**config.mk**
```make
export PLATFORM = sky130hd
export DESIGN_NAME = write_access_arbiter
export DESIGN_NICKNAME = d
export VERILOG_FILES = /design/src/rtl/write_access_arbiter.sv
export SDC_FILE = /design/constraint.sdc
export NUM_CORES = 1
export LEC_CHECK = 0
export BUFFER_PORTS_ARGS = -buffer_cell sky130_fd_sc_hd__buf_4
export CORE_MARGIN = 1
export CORE_UTILIZATION = 30
export CTS_CLUSTER_DIAMETER = 80
export DETAILED_ROUTE_END_ITERATION = 10
export MAX_ROUTING_LAYER = met4
export PLACE_DENSITY = 0.61
export REMOVE_ABC_BUFFERS = 1
export SETUP_SLACK_MARGIN = 0.3
export SYNTH_ARGS = -nofsm -noshare
export SYNTH_HDL_FRONTEND = slang
export SYNTH_SLANG_ARGS = --single-unit
```
**constraint.sdc**
```tcl
create_clock -name clk -period 2.65 [get_ports clk]
set_clock_uncertainty 0.05 [all_clocks]
set_input_delay 0 -clock clk [delete_from_list [all_inputs] [get_ports clk]]
set_output_delay 0 -clock clk [all_outputs]
set_load 0.05 [all_outputs]
```
**src/rtl/write_access_arbiter.sv**
```systemverilog
// Round-robin write arbiter that checks each captured request against a
// per-requester address window before forwarding it to memory or raising an alert.
module write_access_arbiter #(
  parameter int ADDR_W  = 4,
  parameter int DATA_W  = 4,
  parameter int NUM_REQ = 4,
  localparam int ID_W   = $clog2(NUM_REQ)
) (
  input  logic                        clk,
  input  logic                        rst,
  input  logic [NUM_REQ-1:0]          req,
  input  logic [NUM_REQ*ADDR_W-1:0]   req_addr,
  input  logic [NUM_REQ*DATA_W-1:0]   req_data,
  output logic [NUM_REQ-1:0]          gnt,
  input  logic                        cfg_we,
  input  logic [ID_W-1:0]             cfg_id,
  input  logic                        cfg_en,
  input  logic [ADDR_W-1:0]           cfg_lo,
  input  logic [ADDR_W-1:0]           cfg_hi,
  output logic                        mem_we,
  output logic [ADDR_W-1:0]           mem_addr,
  output logic [DATA_W-1:0]           mem_wdata,
  input  logic                        mem_ready,
  output logic                        alert_valid,
  output logic [ID_W-1:0]             alert_id,
  output logic [ADDR_W-1:0]           alert_addr,
  output logic [DATA_W-1:0]           alert_data,
  input  logic                        alert_ack,
  output logic [7:0]                  viol_count,
  output logic                        busy
);

  typedef enum logic [1:0] {IDLE, CHECK, WRITE, ALERT} state_t;

  state_t              state_q, state_d;
  logic [ID_W-1:0]     id_q, last_id_q, win_id;
  logic [ADDR_W-1:0]   addr_q;
  logic [DATA_W-1:0]   data_q;
  logic [7:0]          viol_q;
  logic                win_found, pass;
  logic                en_q [NUM_REQ];
  logic [ADDR_W-1:0]   lo_q [NUM_REQ];
  logic [ADDR_W-1:0]   hi_q [NUM_REQ];

  // Scan starts just after the last served ID so every requester gets a turn.
  always_comb begin
    win_found = 1'b0;
    win_id    = '0;
    for (int unsigned k = 1; k <= NUM_REQ; k++) begin
      if (!win_found && req[ID_W'((32'(last_id_q) + k) % NUM_REQ)]) begin
        win_found = 1'b1;
        win_id    = ID_W'((32'(last_id_q) + k) % NUM_REQ);
      end
    end
  end

  // Table registers are read here, so a same-cycle cfg write lands after this check.
  always_comb pass = en_q[id_q] && (lo_q[id_q] <= addr_q) && (addr_q <= hi_q[id_q]);

  always_ff @(posedge clk) begin
    if (rst) state_q <= IDLE;
    else     state_q <= state_d;
  end

  always_comb begin
    state_d = state_q;
    unique case (state_q)
      IDLE:    if (win_found) state_d = CHECK;
      CHECK:   state_d = pass ? WRITE : ALERT;
      WRITE:   if (mem_ready) state_d = IDLE;
      ALERT:   if (alert_ack) state_d = IDLE;
      default: state_d = IDLE;
    endcase
  end

  always_comb begin
    gnt         = '0;
    if (state_q == CHECK) gnt[id_q] = 1'b1;
    mem_we      = (state_q == WRITE);
    mem_addr    = mem_we ? addr_q : '0;
    mem_wdata   = mem_we ? data_q : '0;
    alert_valid = (state_q == ALERT);
    alert_id    = alert_valid ? id_q   : '0;
    alert_addr  = alert_valid ? addr_q : '0;
    alert_data  = alert_valid ? data_q : '0;
    viol_count  = viol_q;
    busy        = (state_q != IDLE);
  end

  always_ff @(posedge clk) begin
    if (rst) begin
      id_q      <= '0;
      addr_q    <= '0;
      data_q    <= '0;
      last_id_q <= '1;
      viol_q    <= '0;
      for (int unsigned i = 0; i < NUM_REQ; i++) begin
        en_q[i] <= 1'b0;
        lo_q[i] <= '0;
        hi_q[i] <= '1;
      end
    end else begin
      if (state_q == IDLE && win_found) begin
        id_q   <= win_id;
        addr_q <= req_addr[win_id*ADDR_W +: ADDR_W];
        data_q <= req_data[win_id*DATA_W +: DATA_W];
      end
      if (state_q == CHECK && !pass && viol_q != '1) viol_q <= viol_q + 8'd1;
      if ((state_q == WRITE && mem_ready) || (state_q == ALERT && alert_ack))
        last_id_q <= id_q;
      if (cfg_we) begin
        en_q[cfg_id] <= cfg_en;
        lo_q[cfg_id] <= cfg_lo;
        hi_q[cfg_id] <= cfg_hi;
      end
    end
  end

endmodule
```
# After elaboration in Yosys (flattened, before gate mapping)
# Memory sizes are Yosys's and may differ from the RTL's. A register that Yosys moved wholly into a read port is not among the register bits.
# Index checks and enable logic that the tools add are counted.
# op_classes
div	0
bitwise	0
eq_ne	7
multipliers	0
shift	2
order_cmp	8
addsub	5
n_mux	49
reduce_logical	22
# op_table
op	n
2-to-1 mux 2 bit	17
variable part select 16 x 5 -> 4 bit	2
2-to-1 mux 4 bit	7
2-to-1 mux 1 bit	19
< comparator 2 x 3 -> 1 bit, second input constant	5
logical AND 1 bit	11
adder 8 x 1 -> 8 bit, second input constant	1
binary-select mux 1 bit (select 2 bit)	4
<= comparator 4 bit	2
inequality test 8 bit, second input constant	1
one-hot mux 2 bit (4 select lines)	1
OR reduction 4 bit	2
adder 2 x 1 -> 2 bit, second input constant	2
adder 2 bit, second input constant	2
== test 2 bit, second input constant	2
zero test 1 bit	4
inequality test 2 x 1 -> 1 bit, second input constant	2
AND reduction 3 bit	1
demux 1 bit (select 2 bit)	1
== test 2 x 1 -> 1 bit, second input constant	1
greater-or-equal comparator 2 x 1 -> 1 bit, second input constant	1
zero test 2 bit	1
inequality test 2 bit, second input constant	1
nonzero test 2 bit	1
other kinds (2)	2
# word_totals
word_cells	102
in_bits	52
mem_bits_ro	0
out_inout_bits	33
ram_bits	36
register_bits	22
latchBits	0
n_memories	3
# memory_table
memory	depth	width	rd	rd_clocked_by_memory_dff	write_ports	line_no	source
hi_q	4	4	1	1	4	43	logic [ADDR_W-1:0] hi_q [NUM_REQ];
lo_q	4	4	1	1	4	42	logic [ADDR_W-1:0] lo_q [NUM_REQ];
en_q	4	1	1	1	4	41	logic en_q [NUM_REQ];

# Logic depth before layout (Yosys ltp)
# Gate-level depths: netlist (run 1).
# logic_depth
depth_word	16
mapped_depth	11
ltp_nobuf	9

# Least setup slack after synthesis (run 1)
# No wires, ideal clock.
# synth_path
path_kind	reg-to-reg
start	register with a tool-made name
end	register viol_q[1], in the netlist viol_count[1]
arrival_time_ns	2.598
n_path_buf	2
synth_period_minus_slack_ns	2.775
stages_incl_launch_ff	12
path_slack_ns	-0.125
required_ns	2.472
setup_ns	0.128
cell_sequence	dfxtp_1 > buf_6 > mux4_1 > inv_1 > ha_1 > and3b_1 > a2111oi_0 > o21ai_2 > o21ai_2 > buf_6 > mux2i_1 > nor2_1
# synth_rtl
element	line_no	source
to (signal assigned)	108	if (state_q == CHECK && !pass && viol_q != '1) viol_q <= viol_q + 8'd1;
to (decl)	39	logic [7:0] viol_q;

==> results_dict.tcl, run 1 <==
set metrics [dict create \
    synth_common_cells "edfxtp_1, and2_1, dfxtp_1" \
    worst_slew_pin_slew_ns 0.668 \
    clock_latency_ns 0.35 \
    synth_area_per_cell_um2 11.4 \
    place_congestion 0.728 \
    fin_hold_ws_ns 0.0617 \
    pre_cts_ws_ns -0.273 \
    multiInputGateArea_um2 1530 \
    grt_pass1_vias 2648 \
    synth-seq-area-share_pct 49.4 \
    r2r_slack_ns -0.04 \
    syn_area_um2 3160 \
    seq_area_um2 1570 \
    min_path_cells 4 \
    async_reset_ff_share_pct 0 \
    dp_hpwl_um 5590 \
    netSwitchingFraction_pct 30.9 \
    ys_top_cells_by_area "edfxtp_1, dfxtp_1, mux4_1" \
    end_kind "register" \
    clockBufferDepth 2 \
    grt_max_degree 24 \
    drive_above_1_share_pct 32.2 \
    synth_cells 277 \
    peakVddDrop_v 0.000330 \
    crit_required_ns 2.88 \
    io_pins 85 \
    intPower_w 0.00207 \
    min_period_over_period_pct 102 \
    nFillCells 927 \
    critPathKind "reg -> reg" \
    nNetsFinal 481 \
    ys_warn_count 0 \
    status "finished with violations" \
    clkPwrFrac_pct 30.7 \
    drt_iter0_drc 90 \
    vias 2631 \
    finalHoldViolations 0 \
    cellPowerDensity_nw_per_um2 634 \
    synth_edf_count 36 \
    synth_top_area_share_pct 34.2 \
    rr_worst_depth 11 \
    cts.sinks 60 \
    p_sw_w 0.000927 \
    cts_buffers 9 \
    antenna_found_initial 0 \
    htreeDepth 3 \
    grt_util_all_layers_pct 15.6 \
    r2r-end "viol_count[5]" \
    cp.arrival_ns 2.92 \
    wl_per_cell_um 14.4 \
    n_antenna_cell 0 \
    fmax_mhz 371 \
    holdPathEnd "hi_q[1][2]" \
    io_buffers 84 \
    overflow 0 \
    dieArea_um2 10900 \
    maxSlewViolCount 0 \
    drtPass1Iterations 4 \
    clkTransAtPathRegs_ns 0.08 \
    timing.setup.tns_ns -0.118 \
    violations "negative setup slack" \
    pwr-share-seq_pct 39.3 \
    die_width_um 105 \
    rsz0062_at_grt "true" \
    setup_ws_ns -0.0438 \
    combPwrFrac_pct 29.9 \
    final_area_um2 4730 \
    syn_to_final_growth_pct 49.7 \
    cts_tree "done" \
    initial_core_util_pct 30.8 \
    vias_per_cell 4.69 \
    route.detailed.drc 0 \
    synth_area_leader_cell "edfxtp_1" \
    cap_violations 0 \
    start_kind "register" \
    cp_max_fo 14 \
    wl_um 8090 \
    ys_ff_latch 60 \
    fp.dieH_um 105 \
    grt_pass1_wl_um 12900 \
    postRouteAntennaNets 0 \
    p_leak_nw 1.94 \
    final_util_pct 46.0 \
    core-area_um2 10300 \
    ys.flop_type "edfxtp_1" \
    setup_viol_count_final 3 \
    min_path_type "in -> reg" \
    min_period_ns 2.69 \
    min_from "cfg_id[1]" \
    maxSlewHeadroom_pct 55.4 \
    dpl-instance-area_um2 4010 \
    post-synth-top-count-cell "edfxtp_1" \
    synth.distinct_cells 47 \
    row_count 37 \
    ctsRootBufferMaster "clkbuf_8" \
]
==> logic make-up (layout without fill, tap and decap cells) <==
group | Yosys count | after routing | synth area share, %
multiplexers | 28 | 28 | 13.3
AO/OA/AOI/OAI | 45 | 45 | 9.94
XOR/XNOR | 1 | 1 | 0.277
buffers and inverters | 23 | 171 | 3.25
AND/OR/NAND/NOR | 111 | 111 | 20.2
adder cells (fa/ha/maj) | 9 | 9 | 3.56
flip-flops | 60 | 60 | 49.4
==> sequential cells by signal, indices dropped and copies added, names as in the netlist, named ones only <==
register	count
hi_q	16
lo_q	16
viol_count	8
addr_q	4
data_q	4
en_q	4
id_q	2
last_id_q	2
state_q	2
==> critical path, cell delays in order (launching register included) <==
cell     delay, ns
dfxtp_4       0.39
buf_6         0.13
buf_4         0.11
mux4_2        0.49
inv_1         0.08
ha_1          0.22
and4_1        0.18
a21oi_2       0.14
o21ai_2       0.10
buf_12        0.15
or4_4         0.47
a21oi_2       0.12
==> stage by stage <==
step,total power [W],instances
final,0.00300,561
after global routing,0.00316,561
after CTS,0.00299,558
after detailed placement,0.00196,498
after global placement,0.00194,498
after floorplan,0.00165,266
==> final cells by class <==
class                      count  share of cell area, %
clock buffer                   9                   2.62
clock inverter                 7                   2.14
inverter                      12                  0.952
multi-input combinational    194                   32.2
sequential                    60                   33.1
tap                          136                   3.60
timing repair buffer         143                   25.4
==> power groups by stage <==
stage               sequential (W)  combinational, W  clock (W)
finish                     0.00118          0.000899   0.000922
global route               0.00120          0.000978   0.000990
CTS                        0.00118          0.000867   0.000944
detailed placement         0.00120          0.000757          0
global placement           0.00119          0.000743          0
floorplan                  0.00120          0.000452          0
==> how the worst max path moves through the flow <==
stage	to	depth (start not counted)
after CTS	viol_count[7]	10
after global routing	viol_count[5]	10
after detailed placement	viol_count[7]	10
final	viol_count[5]	11
after floorplan	viol_count[1]	9
after global placement	viol_count[1]	11
==> timing repair <==
action                                  in CTS  in global routing
buffers inserted                             0                  3
endpoints found under the hold margin       57                  0
pin swaps                                    4                  4
hold buffers                                44                  0
gates cloned                                 0                  0
endpoints found under the setup margin       9                  9
resized for setup                           10                  7
==> per-layer routing <==
| layer | GRT usage (%) | routed length [um] |
|---|---|---|
| met4 | 4.53 | 49 |
| met1 | 18.0 | 3590 |
| met3 | 4.55 | 375 |
| met2 | 26.2 | 4070 |
| met5 | - | 0 |
==> layout by cell type, fill, tap and decap left out, types with 2 or more instances in the layout <==
master,netlist,final
o31ai_1,2,2
mux4_2,2,5
clkinv_4,0,3
mux4_1,7,4
or2_2,3,3
nor3b_1,4,4
o21ai_2,2,2
bufinv_16,0,2
or3_1,5,5
dlygate4sd3_1,0,44
dfxtp_1,24,23
mux2i_1,17,17
o21ai_1,2,3
a211oi_1,2,2
nor2b_1,4,3
nor2_1,10,10
and2_1,29,29
nand3_1,3,3
buf_4,0,97
clkbuf_8,0,9
or4_4,0,2
edfxtp_1,36,36
inv_1,12,12
a21oi_2,1,4
nand2_1,16,16
o21ai_0,3,2
a21oi_1,14,11
a311o_1,2,2
and3_1,10,10
nor3_1,2,2
clkinvlp_4,0,2
nand2b_1,19,19
o221ai_1,8,8
ha_1,9,8
No activity file was read; power rests on OpenSTA's default activity.
==> run 2, diff against run 1 <==
--- a/config.mk
+++ b/config.mk
@@ -11,7 +11,7 @@
 export CTS_CLUSTER_DIAMETER = 80
 export DETAILED_ROUTE_END_ITERATION = 10
 export MAX_ROUTING_LAYER = met4
-export PLACE_DENSITY = 0.61
+export PLACE_DENSITY = 0.53
 export REMOVE_ABC_BUFFERS = 1
 export SETUP_SLACK_MARGIN = 0.3
 export SYNTH_ARGS = -nofsm -noshare
==> run 2 against run 1 <==
  * The flow still finishes with violations (negative setup slack)
  * Global-route usage is 0.78 points higher
  * Via count grew 0.11%
  * Die area unchanged
  * Register-to-register slack about the same
  * Critical path type unchanged
  * Cell count rose by 0.18%
  * Setup slack got worse by 0.0027 ns
  * Core utilization up 0.66 points
  * Sequential power about the same
  * Flip-flop and latch count stayed put
  * Non-clock buffer count increased by 1
==> results_dict.tcl, run 2 (same netlist as run 1, synthesis figures left out) <==
set metrics [dict create \
    status "finished with violations" \
    violations "negative setup slack" \
    p_leak_nw 1.94 \
    cap_violations 0 \
    overflow 0 \
    initial_core_util_pct 30.8 \
    cts.sinks 60 \
    slowest_stage "mux4_2" \
    route.detailed.drc 0 \
    grt_pass1_wl_um 13700 \
    clock_latency_ns 0.34 \
    fmax_mhz 371 \
    nNetsFinal 482 \
    setup_viol_count_final 3 \
    rsz0062_at_grt "true" \
    finalHoldViolations 0 \
    io_pins 85 \
    r2r_slack_ns -0.05 \
    cellPowerDensity_nw_per_um2 624 \
    antenna_found_initial 0 \
    dp_hpwl_um 5660 \
    peakVddDrop_v 0.000290 \
    drtPass1Iterations 4 \
    cp_max_fo 8 \
    vias_per_cell 4.69 \
    crit_chain "buf_12, mux4_2, ha_4, nor2b_1, o211ai_1, a21oi_2, o21ai_2, buf_12, or4_4, a21oi_2" \
    htreeDepth 3 \
    min_path_type "in -> reg" \
    final_common_cell "buf_4" \
    worst_slew_pin_slew_ns 0.736 \
    grt_util_all_layers_pct 16.4 \
    wl_um 8420 \
    critPathKind "reg -> reg" \
    crit_path_max_incr_delay_ns 0.54 \
    clockBufferDepth 2 \
    setup_ws_ns -0.0465 \
    cts_tree "done" \
    syn_to_final_growth_pct 51.8 \
    grt_max_degree 24 \
    vias 2634 \
    min_period_ns 2.70 \
    grt_pass1_vias 2744 \
    drive_above_1_share_pct 34.7 \
    final_cell_mix "buf_4, dlygate4sd3_1, edfxtp_1" \
    cp_top_family "simple AND/OR/NAND/NOR gates" \
    place_congestion 0.737 \
    cp.arrival_ns 2.92 \
    postRouteAntennaNets 0 \
    n_antenna_cell 0 \
    ctsRootBufferMaster "clkbuf_8" \
    maxSlewHeadroom_pct 50.8 \
    die_width_um 105 \
    cp.buffers_inverters 2 \
    row_count 37 \
    clkTransAtPathRegs_ns 0.08 \
    end_kind "register" \
    min_period_over_period_pct 102 \
    wl_per_cell_um 15.0 \
    dieArea_um2 10900 \
    timing.setup.tns_ns -0.118 \
    fp.dieH_um 105 \
    drt_iter0_drc 84 \
    start_kind "register" \
    io_buffers 84 \
    nFillCells 972 \
    cts_buffers 9 \
    core-area_um2 10300 \
    crit_required_ns 2.88 \
    power_w 0.00299 \
    maxSlewViolCount 0 \
]
-- run 2: changes by cell type in the layout (fill, tap and decap cells not counted), sizes merged --
| cell | delta |
|---|---|
| clkinvlp | -1 |
| clkinv | +2 |
| buf | +1 |
| bufinv | -1 |
-- run 2: worst paths after layout --
| kind | depth (start not counted) | endpoint | start |
|---|---|---|---|
| max reg2reg | 10 | viol_count[5] | register |
| min reg2reg | 2 | data_q[2] | data_q[2] |
| min | 4 | hi_q[1][2] | cfg_id[1] |
| max | 10 | viol_count[5] | register |
-- run 2: timing repair --
action,in CTS,in global routing
endpoints found under the setup margin,9,9
gates resized for setup,20,9
hold buffers,44,0
endpoints found under the hold margin,56,0
pin swaps,7,8
buffers inserted,4,1
-- run 2: power by group --
part	switching (W)	total (W)	internal [W]
clock	0.000389	0.000827	0.000438
sequential	0.0000896	0.00118	0.00109
combinational	0.000494	0.000993	0.000499
total	0.000972	0.00299	0.00202
-- run 2: worst reg2reg max path, delay by kind of cell, from the launching register on --
kind	cells	cell delay, ns
and+or+nand+nor	2	0.59
adders and majority gates	1	0.29
buffers and inverters	2	0.28
muxes	1	0.54
DFF	1	0.39
AOI/OAI and AO/OA	4	0.50
-- run 2: metal layers --
layer	part of all wire, %	global-route usage [%]
met1	46	20.4
met2	46	26.0
met3	6.5	4.05
met4	0.97	5.43
met5	0	-
-- run 2: final cells by class --
| type | count | area (um2) | area share [%] |
|---|---|---|---|
| tap | 136 | 170 | 3.55 |
| timing repair buffer | 144 | 1220 | 25.4 |
| sequential | 60 | 1570 | 32.6 |
| clock inverter | 7 | 77.6 | 1.62 |
| inverter | 12 | 45.0 | 0.939 |
| clock buffer | 9 | 124 | 2.58 |
| multi-input combinational | 194 | 1600 | 33.3 |
-- run 2: metrics by stage --
step                hold WS (ns)  area, um2  std cells  worst slack (ns)  util [%]
global route              0.0840       4800        562            -0.158      46.7
detailed placement         0.239       4010        497            -0.357      39.0
CTS                       0.0706       4730        561           -0.0778      46.1
global placement           0.232       4010        497            -0.212      39.0
finish                    0.0801       4800        562           -0.0465      46.7
floorplan                 0.0191       3100        266            -0.317         -
